$ cat config.mk
export PLATFORM = sky130hd
export DESIGN_NAME = bram_port_arbiter_flat
export DESIGN_NICKNAME = d
export VERILOG_FILES = /design/src/rtl/bram_port_arbiter_if.sv /design/src/rtl/bram_port_arbiter.sv /design/src/flat_wrapper.sv
export SDC_FILE = /design/constraint.sdc
export NUM_CORES = 1
export LEC_CHECK = 0
export ABC_AREA = 1
export CAP_MARGIN = 25
export CORE_ASPECT_RATIO = 1.75
export CORE_MARGIN = 2
export CORE_UTILIZATION = 41
export CTS_BUF_LIST = sky130_fd_sc_hd__clkbuf_4
export DETAILED_ROUTE_END_ITERATION = 8
export GPL_TIMING_DRIVEN = 1
export PLACE_DENSITY_LB_ADDON = 0.05
export SYNTH_ARGS = -nofsm -noshare
export SYNTH_HDL_FRONTEND = slang
export SYNTH_SLANG_ARGS = --single-unit
export TNS_END_PERCENT = 5
$ cat constraint.sdc
create_clock -name clk -period 2.7 [get_ports clk]
set_input_delay 0.54 -clock clk [delete_from_list [all_inputs] [get_ports clk]]
set_output_delay 0.54 -clock clk [all_outputs]
set_load 0.02 [all_outputs]
$ cat src/rtl/bram_port_arbiter_if.sv
// ---------------------------------------------------------------------------
// bram_port_arbiter_if
//   Bundles every requester handshake and the BRAM port of the data-memory
//   arbiter into one interface.
//
//   Requester side (cpu / vid / io, one set each):
//     *_req    request, held by the requester until its ack
//     *_we     1 = write, 0 = read
//     *_addr   word address   (ADDR_W)
//     *_wdata  write data     (DATA_W)
//     *_ack    one-cycle completion pulse
//     rdata    read data, valid in the ack cycle, held until the next read
//   BRAM side:
//     mem_en, mem_we, mem_addr, mem_wdata  driven by the arbiter
//     mem_rdata                            returned by the BRAM
//   Status:
//     busy      high whenever a transaction is in flight
//     grant_id  current winner: 0 = cpu, 1 = vid, 2 = io, 3 = none
//
//   Modports:
//     slave  - the arbiter's view (requests and mem_rdata in)
//     master - the surroundings' view (requesters plus BRAM)
// ---------------------------------------------------------------------------
interface bram_port_arbiter_if #(
  parameter int ADDR_W = 16,
  parameter int DATA_W = 16
);
  logic              cpu_req,   vid_req,   io_req;
  logic              cpu_we,    vid_we,    io_we;
  logic [ADDR_W-1:0] cpu_addr,  vid_addr,  io_addr;
  logic [DATA_W-1:0] cpu_wdata, vid_wdata, io_wdata;
  logic              cpu_ack,   vid_ack,   io_ack;
  logic [DATA_W-1:0] rdata;

  logic              mem_en;
  logic              mem_we;
  logic [ADDR_W-1:0] mem_addr;
  logic [DATA_W-1:0] mem_wdata;
  logic [DATA_W-1:0] mem_rdata;

  logic              busy;
  logic [1:0]        grant_id;

  modport slave (
    input  cpu_req, vid_req, io_req,
    input  cpu_we, vid_we, io_we,
    input  cpu_addr, vid_addr, io_addr,
    input  cpu_wdata, vid_wdata, io_wdata,
    input  mem_rdata,
    output cpu_ack, vid_ack, io_ack,
    output rdata,
    output mem_en, mem_we, mem_addr, mem_wdata,
    output busy, grant_id
  );

  modport master (
    output cpu_req, vid_req, io_req,
    output cpu_we, vid_we, io_we,
    output cpu_addr, vid_addr, io_addr,
    output cpu_wdata, vid_wdata, io_wdata,
    output mem_rdata,
    input  cpu_ack, vid_ack, io_ack,
    input  rdata,
    input  mem_en, mem_we, mem_addr, mem_wdata,
    input  busy, grant_id
  );
endinterface

$ cat src/rtl/bram_port_arbiter.sv
// ---------------------------------------------------------------------------
// bram_port_arbiter
//   Shares the single data-BRAM port between the CPU load/store path, the
//   video renderer read path and the controller/IO writer. One transaction
//   is in flight at a time; reads wait out the BRAM latency and return data
//   together with a one-cycle ack pulse.
//
//   Ports:
//     clk    system clock, rising edge
//     reset  asynchronous, active-high reset
//     bus    bram_port_arbiter_if.slave (requesters, BRAM port, status)
//
//   Parameters:
//     ADDR_W  BRAM word-address width
//     DATA_W  data width
//     RD_LAT  BRAM read latency in cycles, 1..4
//
//   Build option:
//     ARB_CPU_PRIORITY_EN  when defined the CPU has fixed top priority and
//                          vid/io round-robin between themselves; otherwise
//                          all three requesters share a plain round-robin.
//
//   Timing (cycles counted from the edge that samples req in IDLE):
//     write ack 2 cycles later, read ack 2 + RD_LAT cycles later.
// ---------------------------------------------------------------------------
module bram_port_arbiter #(
  parameter int ADDR_W = 16,
  parameter int DATA_W = 16,
  parameter int RD_LAT = 1
) (
  input logic                clk,
  input logic                reset,
  bram_port_arbiter_if.slave bus
);

  typedef enum logic [1:0] {IDLE, ISSUE, WAIT, ACK} state_t;

  localparam logic [1:0] ID_CPU  = 2'd0;
  localparam logic [1:0] ID_VID  = 2'd1;
  localparam logic [1:0] ID_IO   = 2'd2;
  localparam logic [1:0] ID_NONE = 2'd3;
  localparam logic [2:0] LAT     = 3'(RD_LAT);

  state_t     state;
  logic [1:0] last_grant;
  logic [2:0] wait_cnt;
  logic [2:0] ack;
  logic [2:0] req;
  logic [1:0] winner;

  assign req         = {bus.io_req, bus.vid_req, bus.cpu_req};
  assign bus.cpu_ack = ack[0];
  assign bus.vid_ack = ack[1];
  assign bus.io_ack  = ack[2];

  // One-hot ack pattern for a requester id.
  function automatic logic [2:0] ack_mask(input logic [1:0] id);
    return 3'b001 << id;
  endfunction

  // Winner selection. last_grant is the requester served most recently, so
  // the search starts one position after it.
  always_comb begin
    // NOTE: winner gets a default before any branch, so every path through
    // this block assigns it and no latch is inferred.
    winner = ID_NONE;
`ifdef ARB_CPU_PRIORITY_EN
    // CPU always wins; last_grant only tracks vid/io in this build, so the
    // two of them alternate.
    if (req[0]) begin
      winner = ID_CPU;
    end else if (last_grant == ID_VID) begin
      if      (req[2]) winner = ID_IO;
      else if (req[1]) winner = ID_VID;
    end else begin
      if      (req[1]) winner = ID_VID;
      else if (req[2]) winner = ID_IO;
    end
`else
    case (last_grant)
      ID_CPU: begin
        if      (req[1]) winner = ID_VID;
        else if (req[2]) winner = ID_IO;
        else if (req[0]) winner = ID_CPU;
      end
      ID_VID: begin
        if      (req[2]) winner = ID_IO;
        else if (req[0]) winner = ID_CPU;
        else if (req[1]) winner = ID_VID;
      end
      default: begin
        if      (req[0]) winner = ID_CPU;
        else if (req[1]) winner = ID_VID;
        else if (req[2]) winner = ID_IO;
      end
    endcase
`endif
  end

  // Single FSM; every output it drives is a register.
  // NOTE: state and registered outputs use non-blocking assignments so all
  // of them update together from the values present before the edge.
  always_ff @(posedge clk or posedge reset) begin
    if (reset) begin
      state         <= IDLE;
      last_grant    <= ID_IO;
      wait_cnt      <= '0;
      ack           <= '0;
      bus.grant_id  <= ID_NONE;
      bus.rdata     <= '0;
      bus.busy      <= 1'b0;
      bus.mem_en    <= 1'b0;
      bus.mem_we    <= 1'b0;
      bus.mem_addr  <= '0;
      bus.mem_wdata <= '0;
    end else begin
      case (state)
        IDLE: begin
          if (winner != ID_NONE) begin
            state        <= ISSUE;
            bus.busy     <= 1'b1;
            bus.mem_en   <= 1'b1;
            bus.grant_id <= winner;
            // Only the winner's inputs ever reach the BRAM; they stay latched
            // in mem_addr/mem_wdata until the next grant.
            case (winner)
              ID_CPU: begin
                bus.mem_we    <= bus.cpu_we;
                bus.mem_addr  <= bus.cpu_addr;
                bus.mem_wdata <= bus.cpu_wdata;
              end
              ID_VID: begin
                bus.mem_we    <= bus.vid_we;
                bus.mem_addr  <= bus.vid_addr;
                bus.mem_wdata <= bus.vid_wdata;
              end
              default: begin
                bus.mem_we    <= bus.io_we;
                bus.mem_addr  <= bus.io_addr;
                bus.mem_wdata <= bus.io_wdata;
              end
            endcase
          end
        end

        ISSUE: begin
          // The BRAM access happens on this cycle's closing edge.
          bus.mem_en <= 1'b0;
          bus.mem_we <= 1'b0;
          if (bus.mem_we) begin
            state <= ACK;
            ack   <= ack_mask(bus.grant_id);
          end else begin
            state    <= WAIT;
            wait_cnt <= LAT;
          end
        end

        WAIT: begin
          // Read data is valid while the counter sits at 1.
          if (wait_cnt == 3'd1) begin
            state     <= ACK;
            bus.rdata <= bus.mem_rdata;
            ack       <= ack_mask(bus.grant_id);
          end else begin
            wait_cnt <= wait_cnt - 3'd1;
          end
        end

        ACK: begin
          state        <= IDLE;
          ack          <= '0;
          bus.busy     <= 1'b0;
          bus.grant_id <= ID_NONE;
`ifdef ARB_CPU_PRIORITY_EN
          if (bus.grant_id != ID_CPU) last_grant <= bus.grant_id;
`else
          last_grant <= bus.grant_id;
`endif
        end

        default: state <= IDLE;
      endcase
    end
  end

endmodule
$ cat src/flat_wrapper.sv
// flat-port wrapper written by rule: the top's interface ports become plain ports
module bram_port_arbiter_flat 
#(
  parameter int ADDR_W = 16,
  parameter int DATA_W = 16,
  parameter int RD_LAT = 1
)
  (clk, reset, bus_cpu_req, bus_vid_req, bus_io_req, bus_cpu_we, bus_vid_we, bus_io_we, bus_cpu_addr, bus_vid_addr, bus_io_addr, bus_cpu_wdata, bus_vid_wdata, bus_io_wdata, bus_mem_rdata, bus_cpu_ack, bus_vid_ack, bus_io_ack, bus_rdata, bus_mem_en, bus_mem_we, bus_mem_addr, bus_mem_wdata, bus_busy, bus_grant_id);
  bram_port_arbiter_if #(.ADDR_W(ADDR_W), .DATA_W(DATA_W)) bus_i ();
  input logic clk;
  input logic reset;
  input wire logic [$bits(bus_i.cpu_req)-1:0] bus_cpu_req;
  input wire logic [$bits(bus_i.vid_req)-1:0] bus_vid_req;
  input wire logic [$bits(bus_i.io_req)-1:0] bus_io_req;
  input wire logic [$bits(bus_i.cpu_we)-1:0] bus_cpu_we;
  input wire logic [$bits(bus_i.vid_we)-1:0] bus_vid_we;
  input wire logic [$bits(bus_i.io_we)-1:0] bus_io_we;
  input wire logic [$bits(bus_i.cpu_addr)-1:0] bus_cpu_addr;
  input wire logic [$bits(bus_i.vid_addr)-1:0] bus_vid_addr;
  input wire logic [$bits(bus_i.io_addr)-1:0] bus_io_addr;
  input wire logic [$bits(bus_i.cpu_wdata)-1:0] bus_cpu_wdata;
  input wire logic [$bits(bus_i.vid_wdata)-1:0] bus_vid_wdata;
  input wire logic [$bits(bus_i.io_wdata)-1:0] bus_io_wdata;
  input wire logic [$bits(bus_i.mem_rdata)-1:0] bus_mem_rdata;
  output wire logic [$bits(bus_i.cpu_ack)-1:0] bus_cpu_ack;
  output wire logic [$bits(bus_i.vid_ack)-1:0] bus_vid_ack;
  output wire logic [$bits(bus_i.io_ack)-1:0] bus_io_ack;
  output wire logic [$bits(bus_i.rdata)-1:0] bus_rdata;
  output wire logic [$bits(bus_i.mem_en)-1:0] bus_mem_en;
  output wire logic [$bits(bus_i.mem_we)-1:0] bus_mem_we;
  output wire logic [$bits(bus_i.mem_addr)-1:0] bus_mem_addr;
  output wire logic [$bits(bus_i.mem_wdata)-1:0] bus_mem_wdata;
  output wire logic [$bits(bus_i.busy)-1:0] bus_busy;
  output wire logic [$bits(bus_i.grant_id)-1:0] bus_grant_id;
  assign bus_i.cpu_req = bus_cpu_req;
  assign bus_i.vid_req = bus_vid_req;
  assign bus_i.io_req = bus_io_req;
  assign bus_i.cpu_we = bus_cpu_we;
  assign bus_i.vid_we = bus_vid_we;
  assign bus_i.io_we = bus_io_we;
  assign bus_i.cpu_addr = bus_cpu_addr;
  assign bus_i.vid_addr = bus_vid_addr;
  assign bus_i.io_addr = bus_io_addr;
  assign bus_i.cpu_wdata = bus_cpu_wdata;
  assign bus_i.vid_wdata = bus_vid_wdata;
  assign bus_i.io_wdata = bus_io_wdata;
  assign bus_i.mem_rdata = bus_mem_rdata;
  assign bus_cpu_ack = bus_i.cpu_ack;
  assign bus_vid_ack = bus_i.vid_ack;
  assign bus_io_ack = bus_i.io_ack;
  assign bus_rdata = bus_i.rdata;
  assign bus_mem_en = bus_i.mem_en;
  assign bus_mem_we = bus_i.mem_we;
  assign bus_mem_addr = bus_i.mem_addr;
  assign bus_mem_wdata = bus_i.mem_wdata;
  assign bus_busy = bus_i.busy;
  assign bus_grant_id = bus_i.grant_id;
  bram_port_arbiter #(.ADDR_W(ADDR_W), .DATA_W(DATA_W), .RD_LAT(RD_LAT)) u_core (.clk(clk), .reset(reset), .bus(bus_i));
endmodule
Yosys cells after proc, flatten, opt, wreduce, memory -nomap -nowiden
Cells that the tools add are included.

storage, ports and cells
  register bits = 63
  latch bits = 0
  memory bits (writable) = 0
  bits in read-only memories = 0
  input port bits = 120
  output and inout bits = 56
  word-level logic and storage cells = 69
  memories kept = 0

cells by class
  $add $sub $neg = 1
  multipliers = 0
  divide/modulo/power cells = 0
  $lt $le $gt $ge = 0
  equality and inequality tests = 12
  shifts and indexed selects = 1
  multiplexer cells = 30
  bitwise operators = 0
  reduce and logical (&&, ||, !) cells = 14

operator list
  cell                                                   number
  case mux 16 bit (2 select lines)                       2
  two-way mux 2 bit                                      11
  two-way mux 3 bit                                      4
  AND reduction 2 bit                                    5
  case mux 3 bit (3 select lines)                        1
  case mux 1 bit (2 select lines)                        4
  case mux 2 bit (2 select lines)                        2
  case mux 2 bit (4 select lines)                        1
  equality test 2 x 1 -> 1 bit, second input constant    3
  logical NOT 2 bit                                      3
  inequality test 2 x 1 -> 1 bit, second input constant  3
  inequality test 2 bit, second input constant           3
  case mux 3 bit (2 select lines)                        1
  AND reduction 3 bit                                    2
  nonzero test 2 bit                                     3
  equality test 2 bit, second input constant             2
  two-way mux 1 bit                                      4
  equality test 3 x 1 -> 1 bit, second input constant    1
  nonzero test 3 bit                                     1
  << shifter 1 x 2 -> 3 bit, first input constant        1
  subtractor 3 x 1 -> 3 bit, second input constant       1

Depth between registers and ports, before layout
Gate-level depths: netlist of the first run.

  depth in word-level cells = 8
  mapped depth = 10
  depth with buffers taken out = 9

Worst setup path after synthesis of the first run
Ideal clock, no wire load.

  path type = register -> register
  start = register u_core.state[0]
  end = register u_core.bus.rdata[0]
  setup time = 0.125 ns
  arrival time = 1.389 ns
  required time = 2.575 ns
  path slack = 1.186 ns
  stages on the path, launching flop included = 6
  buffers on the path = 1
  clock period less this slack = 1.514 ns
  cells stage by stage = dfrtp_1 -> inv_1 -> ha_1 -> nand3_2 -> buf_2 -> mux2_2

between the ends
  cells in the longest elaborated chain, start to end = 2

ends and longest elaborated chain
  element                               RTL line                    RTL
  start, declared                       bram_port_arbiter.sv:44     state_t state;
  start signal, assigned                bram_port_arbiter.sv:105    state <= IDLE;
  start signal, assigned                bram_port_arbiter.sv:120    state <= ISSUE;
  start signal, assigned                bram_port_arbiter.sv:151    state <= ACK;
  equality test 2 bit                   bram_port_arbiter.sv:117    case (state)
  AND reduction 2 bit (no source line)  -
  end signal, assigned                  bram_port_arbiter.sv:163    bus.rdata <= bus.mem_rdata;
  end, declared                         bram_port_arbiter_if.sv:51  output rdata,

No other way between the ends.
A chain may end at the register's enable or synchronous reset.

Final worst setup path of the first run
  start = register u_core.bus.grant_id[0]
  end = output bus_grant_id[0]

RTL lines
  element                 RTL line                    RTL
  start, declared         bram_port_arbiter_if.sv:53  output busy, grant_id
  start signal, assigned  bram_port_arbiter.sv:123    bus.grant_id <= winner;
  end, declared           flat_wrapper.sv:34          output wire logic [$bits(bus_i.grant_id)-1:0] bus_grant_id;

No word-level cell between the ends.

==> results.txt, run 1 <==
The number of warning messages in the yosys log is 0. The share of total power in sequential cells is 0.292. In the finished design, the share of the clock period the worst path needs comes to 0.7874. After technology mapping, the gate count stands at 423. The ratio of cells with drive above 1 in the final layout is 0.08878. Dividing total power by cell area gives a power density of 1060 nW/um^2. IR analysis of the VDD net gives a maximum drop of 616.2 uV. Entering global routing, the biggest net connects 37 pins.

The family with the most delay on the worst path is buffers and inverters. The netlist area before placement came out at 3388 um^2. The total nets after synthesis came out at 550. The slowest stage of the critical path belongs to the cell clkdlybuf4s50_1. The worst setup path startpoint is u_core.bus.grant_id[0]. After global routing the overflow that remains totals 0. The first-pass GRT wire length is 16,380 um. The final clock skew came out at 10.79 ps. The starting density of the core is 0.4255. The most area-hungry cell type in the Yosys netlist is dfrtp_1. The clock network latency to the later pin of the worst-skew pair came out at 410 ps. Measured in cells, the most critical reg-to-reg path has a length of 6.

Of the total power, combinational logic draws 0.597. Of the total power, the share spent switching nets is 0.4354. The part of the power in the clock network is 0.111. The number of antenna violations at the first check in global routing came to 1. The internal cell power came out at 3180 uW. The kind of start point of the critical path is a flop. In this run the tool buffered the top-level ports with 175 buffer cells. The area of the die is 9036 um^2. The net count of the finished layout is 719. The longest clock path from root to sink contains 2 buffers.

At the pin with the least slew margin, the transition time is 661.5 ps. The data required time of the worst path is 2160 ps. For this run, design rule violations remaining after detail routing come to 0. Max-cap violations in this run came to 0. The worst slew slack as a fraction of its limit came out at 0.5584. The shortest period the worst path allows came out at 2126 ps. Dividing the detail-routed wire length by the instance count gives 14.91 um. The placement row count came out at 43. The first routing iteration left 196 violations. The hold buffer count at CTS came out at 0. The worst hold path begins at u_core.bus.mem_wdata[8]. The number of placed instances, taps included, is 671. The count of unique library cells instantiated by Yosys came out at 25. Based on the critical path, the design can be clocked at up to 0.4704 GHz. The final setup TNS is 0 ps. The y dimension of the die is 124.3 um.

Clock tree synthesis inserted a total of 9 buffers. The average via count per standard cell came out at 5.122. The remaining antenna violation count after routing came out at 0.

Pin placement for this block handled 176 I/O pins. The critical path capture point type is a primary output. The flow ran to the end, and the final reports show no timing, DRC or antenna violations.

After clock tree synthesis, the clock-pin slew on the worst setup and hold paths is 100 ps. The post-synthesis area per instance is 8.010 um^2. The sum of buffers and inverters on the critical path came out at 1.

For this run, the register share of the synthesized area comes to 0.4664. In the layout the commonest cells are clkdlybuf4s50_1, nand2_1, nand3_1, dfrtp_1, inv_1. The final standard cell count with taps included and fillers excluded is 688. The number of clock sinks came out at 63. In this run the number of cells on the critical path is 1. The tree is rooted in a clkbuf_4. In this run the critical register-to-register path is launched from u_core.state[0]. The H-tree level count is 3. Setup repair after global routing left no endpoint under its margin. In this run the worst hold path is classified as flop to flop.

The die extent in x came out at 72.72 um. By area the synthesized netlist is led by dfrtp_1, nand2_1, nand3_1, mux2_2, ha_1. TritonCTS built the clock tree. The critical path in this run is classified as flop to primary output. The final-layout worst hold slack came out at 487.8 ps. The total of flip-flops plus latches after synthesis is 63. The final layout contains routed wiring with a total length of 10,260 um. Walking the worst path, the cells encountered are clkdlybuf4s50_1. The number of buffers inserted by post-CTS setup repair came out at 0. The number of detailed-routing iterations run before antenna repair is 4. The analysis attributes to cell leakage a power of 0.002454 uW. Routability-driven placement finished with a final weighted congestion of 0.8461.

The hold violation total from the final report came out at 0. The core area came out at 7963 um^2. The number of cells traversed by the worst hold path is 2. The number of max-slew violations in the final report came out at 0. Leaving out fill and tap cells, the most frequent cell in the layout is clkdlybuf4s50_1. The post-synthesis to final-layout area growth is 56.83%.

The HPWL after detailed placement is 7643 um. The routed via count is 3,524. The post-cts gate resize count came out at 0.

For this run, the slowest stage of the critical path takes 610 ps. The fraction of post-synthesis cell area in the top cell type by area is 0.4431. The highest fanout seen on the critical path is 4.

The via count of the first global-routing pass is 3,444. The total routing resource utilization after global routing is 0.2322. The data arrival time at the worst-slack endpoint came out at 1590 ps. The switching power summed over all nets came out at 2453 uW. Setup violations remaining at the end of the flow were counted as 0.
-- per-stage QoR --
step | util | cell area, um^2 | worst slack, ps | total power [uW]
after floorplan | - | 3388 | 595.2 | 3710
after global placement | 0.6505 | 5180 | 454.2 | 4984
after detailed placement | 0.6505 | 5180 | 417.3 | 5052
after CTS | 0.6670 | 5311 | 528.3 | 5702
after global routing | 0.6673 | 5314 | 499.7 | 6074
final | 0.6673 | 5314 | 574.1 | 5633
-- logic make-up after synthesis --
| logic type | synth area share |
|---|---|
| DFF | 0.4664 |
| adders and majority gates | 0.02585 |
| buffers and inverters | 0.06979 |
| and+or+nand+nor | 0.3508 |
| muxes | 0.05317 |
| xor gates and xnor gates | 0.002585 |
| AOI/OAI and AO/OA | 0.03139 |
-- power groups by stage --
stage,logic [uW],clock network [uW],registers [uW]
6_report,3360,623,1650
5_1_grt,3680,689,1700
4_1_cts,3400,649,1650
3_5_place_dp,3390,0,1660
3_3_place_gp,3340,0,1650
2_1_floorplan,1580,0,2130
-- flip-flops by register name (all words and copies together) (netlist names) --
name and count:
u_core.last_grant 2, u_core.bus.grant_id 2, u_core.bus.mem_addr 16, u_core.state 2, u_core.bus.rdata 16, u_core.bus.mem_en 1
u_core.wait_cnt 3, u_core.bus.mem_wdata 16, u_core.ack 3, u_core.bus.busy 1, u_core.bus.mem_we 1
-- per-layer routing --
| layer | wire, um | part of all wire | track usage |
|---|---|---|---|
| met5 | 0 | 0 | 0 |
| met2 | 5341 | 0.52 | 0.4011 |
| met3 | 788 | 0.077 | 0.07605 |
| met4 | 229 | 0.022 | 0.08061 |
| met1 | 3901 | 0.38 | 0.2608 |
-- final cells by class --
cell class / instances / area [um^2]
fillers: 707 / 2649
flip-flops and latches: 63 / 1580
clock buffers: 11 / 82.58
well taps: 90 / 112.6
clock inverters: 5 / 48.80
diodes: 1 / 2.502
inverters: 23 / 86.33
repair buffers: 182 / 1829
multi-input cells: 313 / 1572
-- worst paths after layout --
path / endpoint / slack (ps)
setup / recovery: bus_grant_id[0] / 570
max in group asynchronous: u_core.bus.rdata[15] / 1550
min in group asynchronous: u_core.bus.rdata[9] / 540
hold / removal: u_core.bus.mem_wdata[8] / 490
setup reg to reg: u_core.wait_cnt[0] / 930
hold reg to reg: u_core.bus.mem_wdata[8] / 490
-- cell usage after synthesis --
cell / instances
o21ai_4: 1
nand2_4: 1
inv_1: 19
clkbuf_1: 1
nor3_1: 3
a21oi_1: 4
buf_2: 15
buf_6: 3
nand2_2: 3
and3_1: 1
mux2_2: 16
inv_2: 4
o21ai_0: 10
o22ai_1: 2
dfstp_2: 3
ha_1: 7
nand3_1: 106
nand3_2: 2
a211oi_1: 1
buf_4: 5
nand2_1: 148
xnor2_1: 1
nand4_1: 2
dfrtp_1: 60
nor2_1: 5
No activity file was read; power rests on OpenSTA's default activity.
==> inputs of run 2 (changes only) <==
==> constraint.sdc (replaced) <==
create_clock -name clk -period 2 [get_ports clk]
set_input_delay 0.4 -clock clk [delete_from_list [all_inputs] [get_ports clk]]
set_output_delay 0.4 -clock clk [all_outputs]
set_load 0.02 [all_outputs]
==> run 2 against run 1 <==
Effect of this change: critical path depth did not move; largest power group unchanged; worst setup slack got worse by 420 ps; worst hold slack worse by 100 ps; final cell count up 1.2%; power rose by 38%; non-clock buffer count rose by 9; die area did not move; critical path type unchanged; flip-flop and latch count is the same; first-iteration DRC count fell by 20%; utilization grew 1.1 points; sequential share of layout area down 0.50 points; largest cell class unchanged.
==> results.txt, run 2 (synthesized netlist as in run 1, its figures left out) <==
The remaining antenna violation count after routing came out at 0 (unchanged). The number of clock sinks is 63 (unchanged). The worst slew slack as a fraction of its limit came out at 0.7020 (+0.1436).

The final-layout worst hold slack was 385.1 ps (-102.7 ps). The hold violation total from the final report is 0 (unchanged). The power density normalized to cell area came out at 1434 nW/um^2 (+35%).

The min-delay analysis places its worst path in the category input port to asynchronous set/reset pin. The die extent in x came out at 72.72 um (unchanged). The worst setup path startpoint is u_core.bus.mem_we. The top achievable clock speed came out at 0.5417 GHz. The setup path with the least slack is of type flop to primary output. Leaving out fill and tap cells, the most frequent cells in the layout are clkdlybuf4s50_1, nand2_1, nand3_1, dfrtp_1, inv_1. The post-route worst setup slack came out at 154.0 ps (-420.1 ps). The worst-path cell with the longest stage delay is clkdlybuf4s50_1. The TritonCTS clock tree is yes. The CTS buffer count came out at 9 (unchanged). The HPWL after detailed placement is 8099 um (+6.0%).

The area of the die was 9036 um^2 (unchanged). The y dimension of the die is 124.3 um (unchanged). The worst path in the final design needs a cycle of 1846 ps, including I/O delays and setup.

The final setup TNS is 0 ps (unchanged). The final antenna diode count is 0 (-1). The run finished with clean final reports. The post-synthesis to final-layout area growth came out at 59.53%.

The ratio of cells with drive above 1 in the final layout is 0.1007 (+0.01188). The startpoint identified for the worst register-to-register timing path is u_core.state[0]. The leakage power is 0.002503 uW (+2.0%).

The routed via count came out at 3,569 (+1.3%). Setup repair after global routing left no endpoint under its margin. The final global-route overflow total came out at 0 (unchanged). The clock-pin slew of the registers on the worst-case setup and hold paths came out at 90 ps (about the same). The worst setup path is captured at a primary output. The maximum number of pins on one net before global-route repair is 44 (+19%). The via count of the first global-routing pass was 3,485 (+1.2%). The layout filler cell count came out at 692 (-2.1%). The core area was 7963 um^2 (unchanged). The final-report setup violation count is 0 (unchanged). The largest registers in the layout are u_core.bus.mem_addr x16, u_core.bus.mem_wdata x16, u_core.bus.rdata x16. The root buffer cell chosen for the clock tree is clkbuf_4. The final cell area excluding filler cells is 5405 um^2 (+1.7%). The biggest cell delay along the critical path came out at 640 ps (+30 ps). The library cell used most frequently in the layout, excluding fill and tap cells, is clkdlybuf4s50_1. The overall power after layout is 7753 uW (+38%). The sum of buffers and inverters on the critical path came out at 1 (unchanged). The worst setup slack before clock tree synthesis came to -11.68 ps (-428.9 ps). The routed wire length per instance came out at 15.06 um (+0.98%).

The number of antenna violations at the first check in global routing is 0 (-1). The data arrival time at the worst-slack endpoint is 1450 ps (-140 ps). The count of unresolved DRC violations after routing is 0 (unchanged).

The placement row count is 43 (unchanged). The H-tree level count came out at 3 (unchanged). The average via count per standard cell was 5.128 (+0.11%).

The total detailed-routing wirelength came out at 10,480 um (+2.2%). Broken down by cell family, the worst path's largest delay share belongs to buffers and inverters. The first-pass GRT wire length was 16,500 um (+0.71%). The placer's final routability congestion estimate came out at 0.8305 (-1.8%). STA classifies the critical path startpoint as a flop.

The highest fanout seen on the critical path is 4 (unchanged). The maximum buffer depth of the clock tree came out at 2 (unchanged). The clock network latency to the later pin of the worst-skew pair is 410 ps (about the same).

The number of detailed-routing iterations run before antenna repair was 4 (unchanged). The signal on the critical path passes through clkdlybuf4s50_1. The final clock skew is 18.18 ps (+7.397 ps).

The slew at the pin with the worst max-slew slack is 447.0 ps (-214.5 ps). The final cycle utilization of the critical path is 0.9230. The violation count after the first detailed-routing iteration came out at 157 (-20%).

The number of max-slew violations in the final report is 0 (unchanged). The number of max-capacitance violations reported is 0 (unchanged). The number of buffers inserted by post-CTS setup repair is 0 (unchanged). The total routing resource utilization after global routing came out at 0.2340 (+0.001754). The number of primary I/O pins is 176 (unchanged). The worst ir drop on vdd is 918.9 uV (+49%). The instance area at placement is 5298 um^2 (+2.3%). The data required time of the worst path is 1600 ps (-560 ps). The count of buffers from port buffering is 175 (unchanged). The starting density of the core came out at 0.4255 (unchanged). The layout net count is 728 (+1.3%).
-- run 2: final timing paths --
| path | to | slack, ps | cells after the start |
|---|---|---|---|
| max | bus_mem_we | 150 | 1 |
| min | u_core.bus.mem_wdata[15] | 390 | 3 |
| max reg2reg | u_core.wait_cnt[0] | 250 | 6 |
| min reg2reg | u_core.bus.mem_wdata[7] | 490 | 2 |
| max in group asynchronous | u_core.last_grant[1] | 1240 | 3 |
| min in group clk | u_core.bus.mem_wdata[7] | 490 | 2 |
-- run 2: repair_timing --
item | 4_1_cts | 5_1_grt
hold endpoints to repair | 0 | 0
hold buffers | 0 | 0
endpoints found under the setup margin | 2 | 0
gates resized for setup | 2 | 0
-- run 2: report_power, final --
group          switching [uW]  leakage [uW]  total, uW  internal [uW]
Combinational            2600       0.00166       4780           2190
Clock                     428     0.0000669        731            303
Sequential                334      0.000771       2240           1900
-- run 2: layout make-up --
cell class	instances	area (um^2)	share of cell area
inverters	23	86.33	0.01597
well taps	90	112.6	0.02083
flip-flops and latches	63	1580	0.2924
multi-input cells	313	1572	0.2907
repair buffers	191	1944	0.3597
clock buffers	13	97.59	0.01806
clock inverters	3	12.51	0.002315
-- run 2: metrics by stage --
| step | util | instances |
|---|---|---|
| CTS | 0.6788 | 696 |
| finish | 0.6788 | 696 |
| global placement | 0.6653 | 680 |
| floorplan | - | 423 |
| detailed placement | 0.6653 | 680 |
| global route | 0.6788 | 696 |
-- run 2: routing by layer --
layer | up-vias | wire (um) | share of wire | track usage
met1 | 1654 | 3893 | 0.37 | 0.2584
met4 | 0 | 306 | 0.029 | 0.1013
met2 | 140 | 5563 | 0.53 | 0.4112
li1 | 1755 | - | - | -
met3 | 20 | 717 | 0.068 | 0.05744
met5 | - | 0 | 0 | 0
